### src/rtl/mc_controller_pkg.sv
// Shared types and encodings for the multicycle control unit:
// FSM state enum, instruction field codes, datapath mux selects,
// and the packed control-word struct driven by the output decoder.
package mc_controller_pkg;

   localparam int FLAGS_W = 4;

   // NZCV bit positions inside the held flags register
   localparam int FLAG_N = 3;
   localparam int FLAG_Z = 2;
   localparam int FLAG_C = 1;
   localparam int FLAG_V = 0;

   typedef enum logic [3:0] {
      S_FETCH    = 4'd0,
      S_DECODE   = 4'd1,
      S_MEMADR   = 4'd2,
      S_MEMREAD  = 4'd3,
      S_MEMWB    = 4'd4,
      S_MEMWRITE = 4'd5,
      S_EXECR    = 4'd6,
      S_EXECI    = 4'd7,
      S_ALUWB    = 4'd8,
      S_BRANCH   = 4'd9,
      S_FAULT    = 4'd10
   } state_t;

   // op field, Instr[11:10]
   localparam logic [1:0] OP_DP  = 2'b00;
   localparam logic [1:0] OP_MEM = 2'b01;
   localparam logic [1:0] OP_B   = 2'b10;
   localparam logic [1:0] OP_ILL = 2'b11;

   // cmd field, Instr[8:7]; doubles as ALUControl encoding
   localparam logic [1:0] CMD_ADD = 2'b00;
   localparam logic [1:0] CMD_SUB = 2'b01;
   localparam logic [1:0] CMD_AND = 2'b10;
   localparam logic [1:0] CMD_ORR = 2'b11;

   // ARM condition codes, Instr[15:12]
   localparam logic [3:0] COND_EQ = 4'h0;
   localparam logic [3:0] COND_NE = 4'h1;
   localparam logic [3:0] COND_CS = 4'h2;
   localparam logic [3:0] COND_CC = 4'h3;
   localparam logic [3:0] COND_MI = 4'h4;
   localparam logic [3:0] COND_PL = 4'h5;
   localparam logic [3:0] COND_VS = 4'h6;
   localparam logic [3:0] COND_VC = 4'h7;
   localparam logic [3:0] COND_HI = 4'h8;
   localparam logic [3:0] COND_LS = 4'h9;
   localparam logic [3:0] COND_GE = 4'hA;
   localparam logic [3:0] COND_LT = 4'hB;
   localparam logic [3:0] COND_GT = 4'hC;
   localparam logic [3:0] COND_LE = 4'hD;
   localparam logic [3:0] COND_AL = 4'hE;
   localparam logic [3:0] COND_NV = 4'hF;

   // ALUSrcB selects
   localparam logic [1:0] SRCB_REG    = 2'b00;
   localparam logic [1:0] SRCB_IMM    = 2'b01;
   localparam logic [1:0] SRCB_CONST2 = 2'b10;

   // ResultSrc selects
   localparam logic [1:0] RES_ALUOUT = 2'b00;
   localparam logic [1:0] RES_DATA   = 2'b01;
   localparam logic [1:0] RES_ALU    = 2'b10;

   // ImmSrc selects
   localparam logic [1:0] IMM_DP  = 2'b00;
   localparam logic [1:0] IMM_MEM = 2'b01;
   localparam logic [1:0] IMM_BR  = 2'b10;

   // One cycle's worth of datapath control
   typedef struct packed {
      logic       mem_req;
      logic       mem_write;
      logic       pc_write;
      logic       ir_write;
      logic       reg_write;
      logic       adr_src;
      logic       alu_src_a;
      logic [1:0] alu_src_b;
      logic [1:0] result_src;
      logic [1:0] imm_src;
      logic [1:0] reg_src;
      logic [1:0] alu_control;
   } ctrl_t;

   // Store instructions read Rd as the write-data source
   function automatic logic is_store(input logic [1:0] op, input logic l_bit);
      return (op == OP_MEM) && !l_bit;
   endfunction

endpackage

### src/rtl/mc_controller_if.sv
// Controller <-> datapath/memory bundle. The controller uses the master
// modport; the datapath side (or a testbench) uses slave.
interface mc_controller_if #(
   parameter int FLAGS_W = 4
);
   logic [15:0]        Instr;
   logic [FLAGS_W-1:0] ALUFlags;
   logic               MemReady;
   logic               MemReq;
   logic               MemWrite;
   logic               PCWrite;
   logic               IRWrite;
   logic               RegWrite;
   logic               AdrSrc;
   logic               ALUSrcA;
   logic [1:0]         ALUSrcB;
   logic [1:0]         ResultSrc;
   logic [1:0]         ImmSrc;
   logic [1:0]         RegSrc;
   logic [1:0]         ALUControl;
   logic               Fault;

   modport master (
      input  Instr, ALUFlags, MemReady,
      output MemReq, MemWrite, PCWrite, IRWrite, RegWrite, AdrSrc, ALUSrcA,
             ALUSrcB, ResultSrc, ImmSrc, RegSrc, ALUControl, Fault
   );

   modport slave (
      output Instr, ALUFlags, MemReady,
      input  MemReq, MemWrite, PCWrite, IRWrite, RegWrite, AdrSrc, ALUSrcA,
             ALUSrcB, ResultSrc, ImmSrc, RegSrc, ALUControl, Fault
   );
endinterface

### src/rtl/mc_controller_cond_unit.sv
// Combinational ARM condition check: cond code x held NZCV -> pass.
// Code 1111 is treated like AL (unconditional).
module cond_unit #(
   parameter int FLAGS_W = 4
) (
   input  logic [3:0]         cond_i,
   input  logic [FLAGS_W-1:0] flags_i,
   output logic               pass_o
);
   import mc_controller_pkg::*;

   logic n, z, c, v;
   assign n = flags_i[FLAG_N];
   assign z = flags_i[FLAG_Z];
   assign c = flags_i[FLAG_C];
   assign v = flags_i[FLAG_V];

   // Decode the condition code into a pass/fail against NZCV
   always_comb begin
      pass_o = 1'b1;
      case (cond_i)
         COND_EQ: pass_o = z;
         COND_NE: pass_o = !z;
         COND_CS: pass_o = c;
         COND_CC: pass_o = !c;
         COND_MI: pass_o = n;
         COND_PL: pass_o = !n;
         COND_VS: pass_o = v;
         COND_VC: pass_o = !v;
         COND_HI: pass_o = c && !z;
         COND_LS: pass_o = !c || z;
         COND_GE: pass_o = (n == v);
         COND_LT: pass_o = (n != v);
         COND_GT: pass_o = !z && (n == v);
         COND_LE: pass_o = z || (n != v);
         default: pass_o = 1'b1;
      endcase
   end
endmodule

### src/rtl/mc_controller.sv
// Multicycle control unit: sequences fetch/decode/execute/memory/writeback
// over a shared ALU and a single req/ready memory port, with conditional
// execution against a held NZCV register.
// Optional fault logic under `MC_CONTROLLER_FAULT_EN: illegal op or a
// memory wait of TIMEOUT_CYCLES consecutive cycles parks the FSM in FAULT
// until reset. Without the macro, illegal ops are NOPs and waits unbounded.
module mc_controller #(
   parameter int TIMEOUT_CYCLES = 16,
   parameter int FLAGS_W        = 4
) (
   input logic             clk,
   input logic             reset,
   mc_controller_if.master bus
);
   import mc_controller_pkg::*;

   state_t             state_q, state_d;
   logic [FLAGS_W-1:0] flags_q, flags_d;
   logic               cond_pass;
   ctrl_t              ctrl;

   logic [3:0] cond;
   logic [1:0] op;
   logic       imm_f;
   logic [1:0] cmd;
   logic       sl_f;
   logic       unused_instr;

   assign cond         = bus.Instr[15:12];
   assign op           = bus.Instr[11:10];
   assign imm_f        = bus.Instr[9];
   assign cmd          = bus.Instr[8:7];
   assign sl_f         = bus.Instr[6];
   assign unused_instr = ^bus.Instr[5:0];

   cond_unit #(.FLAGS_W(FLAGS_W)) u_cond (
      .cond_i  (cond),
      .flags_i (flags_q),
      .pass_o  (cond_pass)
   );

`ifdef MC_CONTROLLER_FAULT_EN
   localparam int CNT_W = $clog2(TIMEOUT_CYCLES + 1);

   logic             mem_wait;
   logic             timeout;
   logic [CNT_W-1:0] wait_cnt_q, wait_cnt_d;

   assign mem_wait = ((state_q == S_FETCH) || (state_q == S_MEMREAD) ||
                      (state_q == S_MEMWRITE)) && !bus.MemReady;
   assign timeout  = mem_wait && (wait_cnt_q == CNT_W'(TIMEOUT_CYCLES - 1));

   // Count consecutive stalled request cycles; any non-stall clears it
   always_comb begin
      wait_cnt_d = '0;
      if (mem_wait) wait_cnt_d = wait_cnt_q + 1'b1;
   end

   // Wait counter register
   always_ff @(posedge clk) begin
      if (reset) wait_cnt_q <= '0;
      else       wait_cnt_q <= wait_cnt_d;
   end
`else
   localparam int unused_timeout = TIMEOUT_CYCLES;
`endif

   // Flags change only on the execute edge of an S-suffixed DP instruction
   always_comb begin
      flags_d = flags_q;
      if (((state_q == S_EXECR) || (state_q == S_EXECI)) && sl_f)
         flags_d = bus.ALUFlags;
   end

   // Held NZCV register
   always_ff @(posedge clk) begin
      if (reset) flags_q <= '0;
      else       flags_q <= flags_d;
   end

   // FSM state register
   always_ff @(posedge clk) begin
      if (reset) state_q <= S_FETCH;
      else       state_q <= state_d;
   end

   // FSM next-state logic
   always_comb begin
      state_d = state_q;
      case (state_q)
         S_FETCH:    if (bus.MemReady) state_d = S_DECODE;
         S_DECODE: begin
            if (!cond_pass) begin
               state_d = S_FETCH;
            end else begin
               case (op)
                  OP_DP:   state_d = imm_f ? S_EXECI : S_EXECR;
                  OP_MEM:  state_d = S_MEMADR;
                  OP_B:    state_d = S_BRANCH;
`ifdef MC_CONTROLLER_FAULT_EN
                  default: state_d = S_FAULT;
`else
                  default: state_d = S_FETCH;
`endif
               endcase
            end
         end
         S_EXECR,
         S_EXECI:    state_d = S_ALUWB;
         S_ALUWB:    state_d = S_FETCH;
         S_MEMADR:   state_d = sl_f ? S_MEMREAD : S_MEMWRITE;
         S_MEMREAD:  if (bus.MemReady) state_d = S_MEMWB;
         S_MEMWB:    state_d = S_FETCH;
         S_MEMWRITE: if (bus.MemReady) state_d = S_FETCH;
         S_BRANCH:   state_d = S_FETCH;
`ifdef MC_CONTROLLER_FAULT_EN
         S_FAULT:    state_d = S_FAULT;
`endif
         default:    state_d = S_FETCH;
      endcase
`ifdef MC_CONTROLLER_FAULT_EN
      if (timeout) state_d = S_FAULT;
`endif
   end

   // FSM output decode; everything is forced low while reset is held so a
   // reset during a memory access drops the request and blocks all writes
   always_comb begin
      ctrl = '0;
      if (!reset) begin
         case (state_q)
            S_FETCH: begin
               ctrl.mem_req     = 1'b1;
               ctrl.alu_src_a   = 1'b1;
               ctrl.alu_src_b   = SRCB_CONST2;
               ctrl.alu_control = CMD_ADD;
               ctrl.result_src  = RES_ALU;
               ctrl.pc_write    = bus.MemReady;
               ctrl.ir_write    = bus.MemReady;
            end
            S_EXECR: begin
               ctrl.alu_control = cmd;
               ctrl.alu_src_b   = SRCB_REG;
            end
            S_EXECI: begin
               ctrl.alu_control = cmd;
               ctrl.alu_src_b   = SRCB_IMM;
               ctrl.imm_src     = IMM_DP;
            end
            S_ALUWB: begin
               ctrl.reg_write  = 1'b1;
               ctrl.result_src = RES_ALUOUT;
            end
            S_MEMADR: begin
               ctrl.alu_control = CMD_ADD;
               ctrl.alu_src_b   = SRCB_IMM;
               ctrl.imm_src     = IMM_MEM;
               ctrl.reg_src[1]  = is_store(op, sl_f);
            end
            S_MEMREAD: begin
               ctrl.mem_req = 1'b1;
               ctrl.adr_src = 1'b1;
            end
            S_MEMWB: begin
               ctrl.reg_write  = 1'b1;
               ctrl.result_src = RES_DATA;
            end
            S_MEMWRITE: begin
               ctrl.mem_req    = 1'b1;
               ctrl.mem_write  = 1'b1;
               ctrl.adr_src    = 1'b1;
               ctrl.reg_src[1] = 1'b1;
            end
            S_BRANCH: begin
               ctrl.alu_src_b  = SRCB_IMM;
               ctrl.imm_src    = IMM_BR;
               ctrl.result_src = RES_ALU;
               ctrl.pc_write   = 1'b1;
               ctrl.reg_src[0] = 1'b1;
            end
            default: ctrl = '0;
         endcase
      end
   end

   assign bus.MemReq     = ctrl.mem_req;
   assign bus.MemWrite   = ctrl.mem_write;
   assign bus.PCWrite    = ctrl.pc_write;
   assign bus.IRWrite    = ctrl.ir_write;
   assign bus.RegWrite   = ctrl.reg_write;
   assign bus.AdrSrc     = ctrl.adr_src;
   assign bus.ALUSrcA    = ctrl.alu_src_a;
   assign bus.ALUSrcB    = ctrl.alu_src_b;
   assign bus.ResultSrc  = ctrl.result_src;
   assign bus.ImmSrc     = ctrl.imm_src;
   assign bus.RegSrc     = ctrl.reg_src;
   assign bus.ALUControl = ctrl.alu_control;

`ifdef MC_CONTROLLER_FAULT_EN
   assign bus.Fault = !reset && (state_q == S_FAULT);
`else
   assign bus.Fault = 1'b0;
`endif

endmodule

### src/flat_wrapper.sv
// flat-port wrapper written by rule: the top's interface ports become plain ports
module mc_controller_flat import mc_controller_pkg::*;
#(
   parameter int TIMEOUT_CYCLES = 16,
   parameter int FLAGS_W        = 4
)
  (clk, reset, bus_Instr, bus_ALUFlags, bus_MemReady, bus_MemReq, bus_MemWrite, bus_PCWrite, bus_IRWrite, bus_RegWrite, bus_AdrSrc, bus_ALUSrcA, bus_ALUSrcB, bus_ResultSrc, bus_ImmSrc, bus_RegSrc, bus_ALUControl, bus_Fault);
  mc_controller_if #(.FLAGS_W(FLAGS_W)) bus_i ();
  input logic clk;
  input logic reset;
  input wire logic [$bits(bus_i.Instr)-1:0] bus_Instr;
  input wire logic [$bits(bus_i.ALUFlags)-1:0] bus_ALUFlags;
  input wire logic [$bits(bus_i.MemReady)-1:0] bus_MemReady;
  output wire logic [$bits(bus_i.MemReq)-1:0] bus_MemReq;
  output wire logic [$bits(bus_i.MemWrite)-1:0] bus_MemWrite;
  output wire logic [$bits(bus_i.PCWrite)-1:0] bus_PCWrite;
  output wire logic [$bits(bus_i.IRWrite)-1:0] bus_IRWrite;
  output wire logic [$bits(bus_i.RegWrite)-1:0] bus_RegWrite;
  output wire logic [$bits(bus_i.AdrSrc)-1:0] bus_AdrSrc;
  output wire logic [$bits(bus_i.ALUSrcA)-1:0] bus_ALUSrcA;
  output wire logic [$bits(bus_i.ALUSrcB)-1:0] bus_ALUSrcB;
  output wire logic [$bits(bus_i.ResultSrc)-1:0] bus_ResultSrc;
  output wire logic [$bits(bus_i.ImmSrc)-1:0] bus_ImmSrc;
  output wire logic [$bits(bus_i.RegSrc)-1:0] bus_RegSrc;
  output wire logic [$bits(bus_i.ALUControl)-1:0] bus_ALUControl;
  output wire logic [$bits(bus_i.Fault)-1:0] bus_Fault;
  assign bus_i.Instr = bus_Instr;
  assign bus_i.ALUFlags = bus_ALUFlags;
  assign bus_i.MemReady = bus_MemReady;
  assign bus_MemReq = bus_i.MemReq;
  assign bus_MemWrite = bus_i.MemWrite;
  assign bus_PCWrite = bus_i.PCWrite;
  assign bus_IRWrite = bus_i.IRWrite;
  assign bus_RegWrite = bus_i.RegWrite;
  assign bus_AdrSrc = bus_i.AdrSrc;
  assign bus_ALUSrcA = bus_i.ALUSrcA;
  assign bus_ALUSrcB = bus_i.ALUSrcB;
  assign bus_ResultSrc = bus_i.ResultSrc;
  assign bus_ImmSrc = bus_i.ImmSrc;
  assign bus_RegSrc = bus_i.RegSrc;
  assign bus_ALUControl = bus_i.ALUControl;
  assign bus_Fault = bus_i.Fault;
  mc_controller #(.TIMEOUT_CYCLES(TIMEOUT_CYCLES), .FLAGS_W(FLAGS_W)) u_core (.clk(clk), .reset(reset), .bus(bus_i));
endmodule
### config.mk
export PLATFORM = sky130hd
export DESIGN_NAME = mc_controller_flat
export DESIGN_NICKNAME = d
export VERILOG_FILES = /design/src/rtl/mc_controller_pkg.sv /design/src/rtl/mc_controller_if.sv /design/src/rtl/mc_controller_cond_unit.sv /design/src/rtl/mc_controller.sv /design/src/flat_wrapper.sv
export SDC_FILE = /design/constraint.sdc
export NUM_CORES = 1
export LEC_CHECK = 0
export CAP_MARGIN = 10
export CELL_PAD_IN_SITES_DETAIL_PLACEMENT = 0
export CELL_PAD_IN_SITES_GLOBAL_PLACEMENT = 2
export CORE_ASPECT_RATIO = 0.7
export CORE_MARGIN = 5
export CORE_UTILIZATION = 21
export DETAILED_ROUTE_END_ITERATION = 12
export HOLD_SLACK_MARGIN = 0.1
export PLACE_DENSITY = 0.86
export SLEW_MARGIN = 20
export SYNTH_ARGS = -nofsm -noshare
export SYNTH_HDL_FRONTEND = slang
export SYNTH_SLANG_ARGS = --single-unit
### constraint.sdc
create_clock -name clk -period 1.7 [get_ports clk]
set_input_delay 0.34 -clock clk [delete_from_list [all_inputs] [get_ports clk]]
set_output_delay 0.34 -clock clk [all_outputs]
set_load 0.03 [all_outputs]
==> results.ini, run 1 <==
[power_and_ir_drop]
ir_drop_uv = 286
powerDensity_mw_per_mm2 = 517
p_seq_share_pct = 26.7
p_clk_share_pct = 30.4
p_switching_uw = 253
internal_power_uw = 513
p_comb_share_pct = 43.0
swShare_pct = 33.0
p_leak_nw = 0.651

[logic_synthesis]
synth_cells = 108
post-synth-top-count-cell = nor2_1
synth_area_per_cell_um2 = 7.77
synth_ff_type = dfxtp_1
netlist_area_um2 = 840
synth_warnings = 0
async_reset_ff_share_pct = 0
synth.ff_latch_count = 8
synth-edff-count = 0
syn-num-nets = 131
ys_seq_area_share_pct = 19.1
yosys-top-cells-count = 20 x nor2_1, 9 x mux2i_1, 8 x dfxtp_1, 6 x buf_2
synth_top_area_share_pct = 19.1
synthDistinctLibCells = 39
yosys.area.top_type = dfxtp_1
ys_top_cells_by_area = dfxtp_1 19%, mux2i_1 11%, nor2_1 8.9%

[routing]
drc_errors = 0
drtIter0Drc = 9
wl_met3_um = 146
ant_nets = 0
wl_um = 2630
wl_met1_um = 1160
highest_layer = met4
avgViaCountPerCell = 4.50
wl_per_cell_um = 12.7
vias = 932
dr.pass1.iters = 4
routed-wl-met2_um = 1300

[placement]
placedCellCount = 204
dp.final_hpwl_um = 2220
place_area_mm2 = 0.00133
portBuffers = 33
place.gp.congestion = 0.763

[layout]
insertedDiodeCount = 0
fin_nets = 180
nFillCells = 404
area_growth_pct = 76.6
drive_above_1_share_pct = 45.8
post-route-cell-area_mm2 = 0.00148
finalNonFillerCells = 207

[status]
violations = negative setup slack
outcome = complete, but fails checks

[clock_network]
htreeDepth = 1
cts-root-buf = clkbuf_8
clk_pin_slew_worst_paths_ns = 0.04
cts_sinks = 8
post_cts_buffers = 0
ctsLongestPathBuffers = 2
cts_tree = built
insertion_delay_ns = 0.23
numCtsBuffers = 3

[timing]
timing.hold.ws_ns = 0.582
setup_ws_ns = -0.0692
slew_violations = 0
finalCriticalPeriod_ns = 1.77
rsz0062_at_grt = yes
finalSetupViolCount = 5
tns_ns = -0.248
fin_skew_ns = 0.00248
finalHoldViolCount = 0
max_freq_mhz = 565
min_period_over_period_pct = 104

[grt]
grt_util_all_layers_pct = 10.1
antenna_found_initial = 0
grt_pass1_vias = 939
grt_max_degree = 11
grt_pass1_wl_um = 4450
gr-total-overflow = 0

[setup_path]
reg2reg_slack_ns = 0.23
cp-start-kind = register
cp.buffers_inverters = 2
r2r-end = u_core.state_q[1]
r2r-start = u_core.flags_q[0]
crit_start = u_core.state_q[1]
worstSetupEndpoint = bus_RegSrc[1]
arrival_ns = 1.43
rr_worst_depth = 5
path_class = reg -> out
worstPathRequired_ns = 1.36
slowest_delay_ns = 0.33
path_depth = 5
crit_chain = or2_4 > buf_6 > nor3_4 > a31o_2 > buf_12
endpoint_kind = primary output
cp_slowest_cell = dfxtp_2
cp_top_family = simple AND/OR/NAND/NOR gates
cp_max_fo = 5

[job]
drv_cap = 0

[worst_hold_path]
hold_class = reg -> reg

[floorplan]
die_w_um = 85.6
ios = 41
core-area_mm2 = 0.00390
die_h_um = 62.9
rows = 19
start_util_pct = 21.5
die-area_mm2 = 0.00538

## power groups by stage
stage | logic, mW | registers (mW) | clock network [mW]
global route | 0.353 | 0.205 | 0.242
floorplan | 0.186 | 0.201 | 0
global placement | 0.296 | 0.205 | 0
detailed placement | 0.301 | 0.205 | 0
CTS | 0.317 | 0.204 | 0.233
finish | 0.329 | 0.204 | 0.233
## layout make-up
cell class	count	area [µm²]	share of cell area [%]
Timing Repair Buffer	55	507	34.2
Multi-Input combinational cell	86	692	46.7
Tap cell	52	65.1	4.39
Sequential cell	8	166	11.2
Inverter	3	11.3	0.759
Clock buffer	3	41.3	2.78
## sequential cells by signal, indices dropped and copies added (netlist names)
name            cells
u_core.state_q      4
u_core.flags_q      4
## worst min path at each step
stage	cells past startpoint	start	to	slack, ns
3_3_place_gp	2	u_core.flags_q[0]	u_core.flags_q[0]	0.54
4_1_cts	2	u_core.flags_q[1]	u_core.flags_q[1]	0.59
6_report	2	u_core.flags_q[1]	u_core.flags_q[1]	0.58
2_1_floorplan	1	bus_Instr[11]	u_core.state_q[2]	0.44
3_5_place_dp	2	u_core.flags_q[0]	u_core.flags_q[0]	0.55
5_1_grt	2	u_core.flags_q[2]	u_core.flags_q[2]	0.62
## timing repair
action	4_1_cts	5_1_grt
pin swaps	6	3
endpoints found under the setup margin	21	15
hold buffers	0	0
resized for setup	20	16
## tightest hold or removal path, delay by kind of cell, from the launching register on
kind,cells,cell delay (ns)
DFF,1,0.34
muxes,1,0.14
and+or+nand+nor,1,0.06
## cells in the final DEF, fill, tap and decap left out, types with 3 or more instances in the layout
cell type	Yosys	layout
dfxtp_1	8	5
clkbuf_8	0	3
nor2_1	20	16
clkdlybuf4s50_1	0	12
dlygate4sd2_1	0	3
mux2i_1	9	9
buf_4	2	26
nor2_2	0	3
and2_4	1	4
buf_6	1	12
a21oi_1	5	5
nand3_1	3	3
xnor2_1	5	4
nor2b_1	4	3
nand2_1	5	4
inv_1	3	3
## through the flow
| step | setup WS (ns) | util (%) | power [mW] |
|---|---|---|---|
| after floorplan | -0.393 | - | 0.387 |
| after global placement | -0.377 | 34.0 | 0.501 |
| after detailed placement | -0.414 | 34.0 | 0.507 |
| after CTS | -0.0753 | 36.5 | 0.755 |
| after global routing | -0.115 | 38.0 | 0.800 |
| final | -0.0692 | 38.0 | 0.766 |
## cells by family after synthesis
group           Yosys count  synth area share, %
buf+inv                  14                 8.94
simple gates             53                 35.6
xor+xnor                  6                 6.26
flops                     8                 19.1
mux                       9                 10.7
compound gates           17                 18.9
other cells               1                0.447
## metal layers
metal  vias to the layer above  GRT usage, %
li1                        469             -
met1                       443          13.1
met2                        18          16.7
met3                         2          1.84
met4                         0          3.36
met5                         -             0
(Power assumes the default switching activity.)
==> inputs of run 2 (changes only) <==
ABC_AREA = 1   (was unset)
CORE_UTILIZATION = 17   (was 21)
PLACE_DENSITY = 0.85   (was 0.86)
==> results.ini, run 2 <==
[logic_synthesis]
yosys.area.top_type = dfxtp_1
synth.ff_latch_count = 8
synth_area_per_cell_um2 = 5.22
synth-edff-count = 0
synth_ff_type = dfxtp_1
yosys-top-cells-count = 38 x nand2_1, 28 x nor2_1, 26 x inv_1, 12 x a21oi_1, 10 x nand3_1
async_reset_ff_share_pct = 0
synthDistinctLibCells = 20
synth_top_area_share_pct = 21.0
netlist_area_um2 = 762
syn-num-nets = 169
synth_cells = 146
post-synth-top-count-cell = nand2_1
ys_seq_area_share_pct = 21.0
ys_top_cells_by_area = dfxtp_1 21%, nand2_1 19%, nor2_1 14%
synth_warnings = 0

[clock_network]
ctsLongestPathBuffers = 2
clk_pin_slew_worst_paths_ns = 0.05
insertion_delay_ns = 0.23
numCtsBuffers = 3
cts-root-buf = clkbuf_8
htreeDepth = 1
cts_sinks = 8
cts_tree = built

[setup_path]
rr_worst_depth = 12
cpMostUsedCell = nor2_4
endpoint_kind = primary output
cp_slowest_cell = dfxtp_2
r2r-start = u_core.state_q[0]
reg2reg_slack_ns = 0.30
worstSetupEndpoint = bus_ALUSrcB[0]
crit_chain = nor2_4 > nand2_2 > nor2_4 > buf_4 > inv_1 > o221ai_2 > buf_6
worstPathRequired_ns = 1.36
arrival_ns = 1.35
cp-start-kind = register
crit_start = u_core.state_q[3]
r2r-end = u_core.state_q[2]
slowest_delay_ns = 0.33
path_class = reg -> out
cp_max_fo = 3

[layout]
area_growth_pct = 88.7
final_util_pct = 33.2
post-route-cell-area_mm2 = 0.00144
final_cell_mix = 34 x nand2_1, 33 x buf_4, 19 x nor2_1
fin_nets = 227
top_regs = u_core.flags_q x4, u_core.state_q x4
layout_commonest_cell = nand2_1
insertedDiodeCount = 0
drive_above_1_share_pct = 39.6
finalNonFillerCells = 257

[worst_hold_path]
hold_class = reg -> reg

[grt]
antenna_found_initial = 0
grt_pass1_vias = 889
grt_max_degree = 9
gr-total-overflow = 0
grt_pass1_wl_um = 4010
grt_util_all_layers_pct = 8.26

[power_and_ir_drop]
powerDensity_mw_per_mm2 = 511
ir_drop_uv = 368
p_leak_nw = 0.717

[routing]
avgViaCountPerCell = 3.94
drc_errors = 0
vias = 1013
drtIter0Drc = 53
dr.pass1.iters = 4
ant_nets = 0
wl_per_cell_um = 9.83
wl_um = 2530

[timing]
fin_skew_ns = 0.00485
rsz0062_at_grt = yes
min_period_over_period_pct = 99.3
finalHoldViolCount = 0
max_freq_mhz = 592
timing.hold.ws_ns = 0.494
slew_violations = 0
finalSetupViolCount = 0
finalCriticalPeriod_ns = 1.69
tns_ns = 0

[floorplan]
die_w_um = 90.0
start_util_pct = 17.6
die-area_mm2 = 0.00594
die_h_um = 66.0
ios = 41
rows = 20
core-area_mm2 = 0.00433

[placement]
dp.final_hpwl_um = 1980
placedCellCount = 245
place.gp.congestion = 0.793
place_area_mm2 = 0.00121
portBuffers = 33

[status]
outcome = finished clean

[job]
drv_cap = 0

==> run 2: cell count changes in the layout (fill, tap and decap cells not counted), moves of 6 or more <==
cell,delta
a21oi_1,+7
buf_4,+7
inv_1,+15
inv_2,+8
mux2i_1,-9
nand2_1,+30
nand2_2,+6
==> run 2: timing repair <==
item | in CTS | in global routing
resized for setup | 10 | 34
endpoints found under the setup margin | 7 | 18
pin swaps | 6 | 11
hold buffers | 0 | 0
setup buffers | 2 | 7
gates cloned | 0 | 0
==> run 2: worst max-delay path: cells and delay by family, from the launching register on <==
kind	cells	cell delay (ns)
AO/OA/AOI/OAI	1	0.15
buffers and inverters	3	0.33
flip-flops	1	0.33
AND/OR/NAND/NOR	3	0.33
==> run 2: worst min path at each step <==
stage                                 start                 to  slack, ns  depth (start not counted)
after global placement    u_core.flags_q[0]  u_core.flags_q[0]       0.48                          2
after floorplan           u_core.flags_q[0]  u_core.flags_q[0]       0.46                          2
after detailed placement  u_core.flags_q[3]  u_core.flags_q[3]       0.49                          2
after global routing      u_core.flags_q[0]  u_core.flags_q[0]       0.52                          2
after CTS                 u_core.flags_q[3]  u_core.flags_q[3]       0.50                          2
final                     u_core.flags_q[0]  u_core.flags_q[0]       0.49                          2
==> run 2: cell type report <==
class / instances / area [µm²]
clock buffer: 3 / 41.3
fill: 471 / 2890
inverter: 28 / 108
multi-input combinational: 107 / 559
sequential: 8 / 165
tap: 55 / 68.8
timing repair buffer: 56 / 495
==> run 2: cell families (layout without fill, tap and decap cells) <==
logic type	Yosys count	after routing	share of synthesized area, %
other cells	1	1	0.492
flops	8	8	21.0
compound gates	22	22	16.4
buf+inv	31	87	16.4
simple gates	84	84	45.6
==> run 2: report_power, final <==
group | switching [mW] | internal, mW | total [mW]
registers | 0.00953 | 0.195 | 0.205
clock network | 0.0792 | 0.154 | 0.233
logic | 0.161 | 0.136 | 0.297
total | 0.250 | 0.485 | 0.735
==> run 2: layer usage <==
metal	routed length (µm)	GRT usage (%)	share of wire, %
met4	2	1.12	0.079
met1	1330	12.0	53
met3	148	3.75	5.9
met5	0	0	0
met2	1050	11.2	41
==> run 2: through the flow <==
step	worst slack [ns]	power [mW]
finish	0.0121	0.735
global route	-0.0803	0.791
CTS	-0.0655	0.707
detailed placement	-0.219	0.455
global placement	-0.254	0.457
floorplan	0.0275	0.343
==> inputs of run 3 (changes only) <==
==> constraint.sdc (replaced) <==
create_clock -name clk -period 1.7 [get_ports clk]
set_input_delay 0.51 -clock clk [delete_from_list [all_inputs] [get_ports clk]]
set_output_delay 0.51 -clock clk [all_outputs]
set_load 0.03 [all_outputs]
==> results.ini, run 3 (synthesis results as in run 2) <==
[timing]
finalSetupViolCount = 15
rsz0062_at_grt = yes
slew_violations = 0
max_freq_mhz = 534
timing.hold.ws_ns = 0.487
min_period_over_period_pct = 110
finalHoldViolCount = 0
setup_ws_ns = -0.173
tns_ns = -1.48
fin_skew_ns = 0.00156
finalCriticalPeriod_ns = 1.87

[floorplan]
core-area_mm2 = 0.00433
rows = 20
die_w_um = 90.0
die-area_mm2 = 0.00594
ios = 41
start_util_pct = 17.6
die_h_um = 66.0

[setup_path]
crit_chain = inv_2 > nand2_1 > nor2_2 > nand2_2 > o221ai_2 > buf_6
arrival_ns = 1.36
cp.buffers_inverters = 2
cp-start-kind = register
path_depth = 6
crit_start = u_core.state_q[3]
reg2reg_slack_ns = 0.20
rr_worst_depth = 9
endpoint_kind = primary output
path_class = reg -> out
cp_top_family = simple AND/OR/NAND/NOR gates
r2r-end = u_core.flags_q[2]
cp_max_fo = 4
cp_slowest_cell = dfxtp_2
slowest_delay_ns = 0.33
r2r-start = u_core.state_q[3]
worstPathRequired_ns = 1.19
worstSetupEndpoint = bus_ALUSrcB[0]

[placement]
portBuffers = 33
place_area_mm2 = 0.00128
dp.final_hpwl_um = 2090
place.gp.congestion = 0.745

[layout]
area_growth_pct = 94.1
layout_commonest_cell = nand2_1
fin_nets = 229
ff_latch_area_um2 = 165
nFillCells = 479
drive_above_1_share_pct = 43.6
multi_input_area_um2 = 582
insertedDiodeCount = 0
post-route-cell-area_mm2 = 0.00148
final_cell_mix = 33 x nand2_1, 29 x buf_4, 19 x nor2_1
top_regs = u_core.flags_q x4, u_core.state_q x4

[routing]
ant_nets = 0
wl_um = 2580
drtIter0Drc = 58
wl_per_cell_um = 9.95
vias = 1021
avgViaCountPerCell = 3.94
drc_errors = 0
dr.pass1.iters = 4

[job]
drv_cap = 0

[clock_network]
cts-root-buf = clkbuf_8
clk_pin_slew_worst_paths_ns = 0.04
cts_tree = built
cts_sinks = 8
ctsLongestPathBuffers = 2
numCtsBuffers = 3
insertion_delay_ns = 0.23
htreeDepth = 1

[power_and_ir_drop]
p_leak_nw = 0.704
ir_drop_uv = 206
powerDensity_mw_per_mm2 = 506

[grt]
antenna_found_initial = 0
grt_max_degree = 9
grt_pass1_vias = 899
grt_pass1_wl_um = 3910
grt_util_all_layers_pct = 8.05
gr-total-overflow = 0

[status]
outcome = complete, but fails checks
violations = negative setup slack

[worst_hold_path]
hold_class = reg -> reg

-- run 3: cell types whose count changed in the layout (fill, tap and decap cells not counted), moves of 2 or more --
cell             before  now
a21oi_2               2    4
dlymetal6s2s_1        4    0
inv_1                18   16
a21oi_1              12   10
buf_4                33   29
buf_6                 7   12
dlygate4sd2_1         1    7
inv_2                 8   10
clkdlybuf4s50_1      11    7
-- run 3: through the flow --
| stage | utilization, % | cells | total power [mW] | setup WS, ns |
|---|---|---|---|---|
| 2_1_floorplan | - | 146 | 0.348 | -0.0260 |
| 3_3_place_gp | 29.5 | 249 | 0.479 | -0.459 |
| 3_5_place_dp | 29.5 | 249 | 0.478 | -0.479 |
| 4_1_cts | 32.2 | 255 | 0.733 | -0.198 |
| 5_1_grt | 34.2 | 259 | 0.794 | -0.255 |
| 6_report | 34.2 | 259 | 0.748 | -0.173 |
-- run 3: final cells by class --
type                    count  share of cell area (%)
multi-input cells         107                    39.3
repair buffers             58                    34.8
flip-flops and latches      8                    11.2
inverters                  28                    7.28
well taps                  55                    4.65
clock buffers               3                    2.79
-- run 3: timing repair --
item                                    4_1_cts  5_1_grt
setup buffers                                 3        4
hold buffers                                  0        0
hold endpoints to repair                      0        0
gates resized for setup                      43       18
endpoints found under the setup margin       21       20
pin swaps                                     7        8
-- run 3: layer usage --
metal	GRT usage, %	share of wire, %	vias up
met5	0	0	-
met4	1.12	0	0
met3	3.19	4.3	0
met2	12.0	45	14
met1	11.1	51	439
li1	-	-	568
-- run 3: how the worst min path moves through the flow --
stage / endpoint / from / slack [ns] / cells past startpoint
2_1_floorplan: u_core.flags_q[0] / u_core.flags_q[0] / 0.46 / 2
3_3_place_gp: u_core.flags_q[3] / u_core.flags_q[3] / 0.48 / 2
3_5_place_dp: u_core.flags_q[0] / u_core.flags_q[0] / 0.49 / 2
4_1_cts: u_core.flags_q[0] / u_core.flags_q[0] / 0.50 / 2
5_1_grt: u_core.state_q[3] / reset / 0.53 / 2
6_report: u_core.flags_q[0] / u_core.flags_q[0] / 0.49 / 2
-- run 3: tightest hold or removal path, stage by stage (launching register included) --
cell and delay (ns):
dfxtp_1 0.32, inv_1 0.07, a21oi_1 0.06
-- run 3: report_power, final --
part | internal (mW) | switching, mW
clock network | 0.153 | 0.0749
registers | 0.195 | 0.0123
logic | 0.145 | 0.167
